--- src/rtl/serial_adder.sv ---
// Bit-serial LSB-first adder: SUM = A + B + CIN over WIDTH clock cycles.
// Define SERIAL_ADDER_OVF_EN to add the signed-overflow output OVF.
module serial_adder #(
   parameter int WIDTH = 8
) (
   input  logic             CLK,
   input  logic             RST,
   input  logic             START,
   input  logic [WIDTH-1:0] A,
   input  logic [WIDTH-1:0] B,
   input  logic             CIN,
   output logic             BUSY,
   output logic             DONE,
   output logic [WIDTH-1:0] SUM,
`ifdef SERIAL_ADDER_OVF_EN
   output logic             OVF,
`endif
   output logic             COUT
);

   localparam int CW = (WIDTH > 1) ? $clog2(WIDTH) : 1;
   localparam logic [CW-1:0] LAST = CW'(WIDTH - 1);

   typedef enum logic [1:0] {S_IDLE, S_SHIFT, S_DONE} state_t;

   state_t           state;
   logic [WIDTH-1:0] a_sh;
   logic [WIDTH-1:0] b_sh;
   logic             carry;
   logic [CW-1:0]    cnt;
   logic             s_bit;
   logic             c_next;

   assign s_bit  = a_sh[0] ^ b_sh[0] ^ carry;
   assign c_next = (a_sh[0] & b_sh[0]) | (carry & (a_sh[0] ^ b_sh[0]));

   always_ff @(posedge CLK or posedge RST) begin
      if (RST) begin
         state <= S_IDLE;
         a_sh  <= '0;
         b_sh  <= '0;
         carry <= 1'b0;
         cnt   <= '0;
         BUSY  <= 1'b0;
         DONE  <= 1'b0;
         SUM   <= '0;
         COUT  <= 1'b0;
`ifdef SERIAL_ADDER_OVF_EN
         OVF   <= 1'b0;
`endif
      end else begin
         case (state)
            // DONE behaves like IDLE for acceptance, giving back-to-back ops
            S_IDLE, S_DONE: begin
               DONE <= 1'b0;
               if (START) begin
                  a_sh  <= A;
                  b_sh  <= B;
                  carry <= CIN;
                  cnt   <= '0;
                  BUSY  <= 1'b1;
                  state <= S_SHIFT;
               end else begin
                  state <= S_IDLE;
               end
            end
            S_SHIFT: begin
               SUM   <= {s_bit, SUM[WIDTH-1:1]};
               a_sh  <= a_sh >> 1;
               b_sh  <= b_sh >> 1;
               carry <= c_next;
               cnt   <= cnt + 1'b1;
               if (cnt == LAST) begin
                  COUT  <= c_next;
`ifdef SERIAL_ADDER_OVF_EN
                  // carry holds the carry into the MSB at this edge
                  OVF   <= carry ^ c_next;
`endif
                  BUSY  <= 1'b0;
                  DONE  <= 1'b1;
                  state <= S_DONE;
               end
            end
            default: state <= S_IDLE;
         endcase
      end
   end

endmodule
--- config.mk ---
export PLATFORM = sky130hd
export DESIGN_NAME = serial_adder
export DESIGN_NICKNAME = d
export VERILOG_FILES = /design/src/rtl/serial_adder.sv
export SDC_FILE = /design/constraint.sdc
export NUM_CORES = 1
export LEC_CHECK = 0
export CORE_MARGIN = 8
export CORE_UTILIZATION = 30
export DETAILED_ROUTE_END_ITERATION = 6
export GPL_TIMING_DRIVEN = 0
export MAX_ROUTING_LAYER = met4
export PLACE_DENSITY = 0.56
export SYNTH_ARGS = -nofsm -noshare
export SYNTH_HDL_FRONTEND = slang
export SYNTH_SLANG_ARGS = --single-unit
--- constraint.sdc ---
create_clock -name CLK -period 3.8 [get_ports CLK]
set_input_delay 0.76 -clock CLK [delete_from_list [all_inputs] [get_ports CLK]]
set_output_delay 0.76 -clock CLK [all_outputs]
set_load 0.1 [all_outputs]
==> summary.md <==
| Metric | Value |
|---|---|
| Status | completed |
| Peak supply drop | 0.000299 V |
| Slowest CP cell | clkdlybuf4s50_1 |
| Initial Util | 30.7% |
| Total global-route track usage | 10.3% |
| # IOs | 31 |
| Die outline width | 85.1 um |
| CTS Buffer Depth | 2 |
| Core Area | 4660 um^2 |
| Area growth syn-to-layout | 34.7% |
| RSZ-0062 raised after global routing | no |
| Die area | 7240 um^2 |
| Final min period | 2.57 ns |
| Layout net count | 200 |
| Hold Vio Cnt, Final | 0 |
| Worst-skew pair later-pin latency | 0.28 ns |
| # setup viols final | 0 |
| Fin util | 41.4% |
| N_diodes | 0 |
| Total gr overflow | 0 |
| Iteration-0 DRC Markers | 44 |
| P per Cell Area | 1010 nW/um^2 |
| Syn Std Cell Area | 1430 um^2 |
| Total CTS buffers | 5 |
| Rel. slew slack | 34.5% |
| Final HPWL DP | 2.35 mm |
| Footprint of the multi-input gates | 526 um^2 |
| TNS Setup | 0 ns |
| Post-synth EDFFs | 0 |
| Hold slack | 0.483 ns |
| First-pass GRT wire length | 5.86 mm |
| Buf/Inv on CP | 1 |
| Largest net degree at the start of global routing | 34 |
| CTS tree | yes |
| Final worst slack | 1.23 ns |
| FF/Latch Area | 826 um^2 |
| Vias | 1,137 |
| Antenna viol nets, final | 0 |
| Min-delay worst type | flop to flop |
| First drt pass iteration count | 4 |
| Worst slack, placed | 1.52 ns |
| Lkg Pwr | 0.000866 uW |
| Setup CP Type | flop to primary output |
| Worst Path Arrival | 1.81 ns |
| Post-Place Cells | 223 |
| Synth Instances | 139 |
| CTS resizes | 0 |
| Fraction of registers with async set/reset | 100% |
| DR vias/cell | 4.90 |
| Clock sink count | 33 |
| Number of setup buffers added after CTS | 0 |
| Synthesized flop and latch total | 33 |
| Crit path max fanout | 3 |
| Startpoint Class | flop |
| Cell variety after synth | 26 |
| Crit. End Element | primary output |
| Clk_skew | 0.00580 ns |
| Number of global-route vias before repair | 1,232 |
| Syn_area_per_cell | 10.3 um^2 |
| Clock Tree Root | clkbuf_8 |
| Cell Chain, Critical Path | clkdlybuf4s50_1 |
| Final WL | 3.32 mm |
| CP required | 3.04 ns |
| Net count after synthesis | 162 |
| Post-DR wirelength/cell | 14.3 um |
| H-tree depth | 2 |
| Share of cells above drive strength 1 | 13.5% |
| Final Cycle Share | 67.6% |
| FMAX | 390 MHz |
| Seq/Total Area, Yosys | 57.7% |
| Yosys warnings | 0 |
| Slew Limit Fails | 0 |
| Pin slew with the least headroom to its limit | 0.979 ns |
| CP top delay family | buffers and inverters |
| Fill cells | 439 |
| PortBufs | 30 |
| Main flop type after synthesis | dfrtp_1 |
| Cell Rows | 25 |
| Die span in y | 85.1 um |
| Max-cap violations | 0 |
| Worst-path clk slew | 0.07 ns |
| Non-Filler Instances | 232 |
| # DRC | 0 |
| Largest stage delay, worst path | 1.15 ns |
| Initial antenna violation count | 0 |
| CTS Hold Buffers Added | 0 |
| RD Place Congestion | 0.788 |
[power by group]
part           internal (uW)  switching [uW]
clock network            164             126
logic                    354             692
registers                518             103
total                   1040             921
[synthesized netlist by cell type (2+ instances only)]
cell type  instances  area [um^2]
dfrtp_1           33          826
nand2_1           24         90.1
nor2_1            16         60.1
nor3_1            14         70.1
o22ai_1           14         87.6
buf_2              6         30.0
a22o_1             4         35.0
nor2b_1            3         18.8
o21ai_0            3         15.0
buf_4              2         15.0
buf_6              2         22.5
ha_1               2         25.0
inv_1              2         7.51
nand2b_1           2         12.5
[metal layers]
layer / GRT usage, % / vias up / wire length [um]
li1: - / 551 / -
met1: 11.7 / 553 / 1470
met2: 16.5 / 26 / 1630
met3: 3.09 / 7 / 163
met4: 4.37 / 0 / 58
met5: - / - / 0
[through the flow]
step,total power (uW),cell area [um^2]
floorplan,1420,1430
global placement,1660,1800
detailed placement,1680,1800
CTS,1980,1900
global route,2090,1930
finish,1960,1930
[worst paths after layout]
check | cells past startpoint | startpoint | slack, ns | end
worst max-delay path | 1 | SUM[6]$_DFFE_PP0N_ | 1.23 | SUM[6]
worst min register to register | 2 | SUM[0]$_DFFE_PP0N_ | 0.48 | SUM[0]$_DFFE_PP0N_
worst max register to register | 4 | cnt[0]$_DFFE_PP0P_ | 2.42 | COUT$_DFFE_PP0P_
min in group asynchronous | 2 | RST | 0.73 | SUM[6]$_DFFE_PP0N_
max in group asynchronous | 3 | RST | 2.64 | state[1]$_DFFE_PP0P_
worst min-delay path | 2 | SUM[0]$_DFFE_PP0N_ | 0.48 | SUM[0]$_DFFE_PP0N_
[cells by family (layout without fill, tap and decap cells)]
group / count (synthesis) / after routing / share of synthesized area [%]
DFF: 33 / 33 / 57.7
and+or+nand+nor: 62 / 62 / 19.5
AOI/OAI and AO/OA: 25 / 25 / 11.5
buffers and inverters: 13 / 52 / 5.59
muxes: 3 / 3 / 2.53
adders and majority gates: 3 / 3 / 3.15
[cell usage in the layout, fill, tap and decap left out]
cell type        synthesis  routed
a211oi_1                 1       1
a21oi_1                  1       1
a22o_1                   4       4
and2_4                   1       1
buf_16                   0       1
buf_2                    6       6
buf_4                    2       2
buf_6                    2       2
clkbuf_2                 1       1
clkbuf_8                 0       7
clkdlybuf4s50_1          0      30
clkinv_1                 0       1
clkinv_2                 0       1
dfrtp_1                 33      33
fa_1                     1       1
ha_1                     2       2
inv_1                    2       1
mux2_2                   1       1
mux2_4                   1       1
mux2i_1                  1       1
nand2_1                 24      24
nand2b_1                 2       2
nand3_1                  1       1
nor2_1                  16      16
nor2b_1                  3       3
nor2b_4                  1       1
nor3_1                  14      14
o21a_1                   1       1
o21ai_0                  3       3
o21bai_1                 1       1
o22ai_1                 14      14
[state kept, by name, summed over array words and instances, names as in the netlist]
signal	cells
SUM	8
a_sh	8
b_sh	8
cnt	3
state	2
BUSY	1
COUT	1
DONE	1
carry	1
[layout make-up]
cell class | count | share of cell area (%)
Buffer | 11 | 3.76
Clock buffer | 7 | 5.00
Clock inverter | 1 | 0.260
Inverter | 2 | 0.389
Multi-Input combinational cell | 93 | 27.3
Sequential cell | 33 | 42.8
Tap cell | 54 | 3.50
Timing Repair Buffer | 31 | 17.0
(Power assumes the default switching activity.)
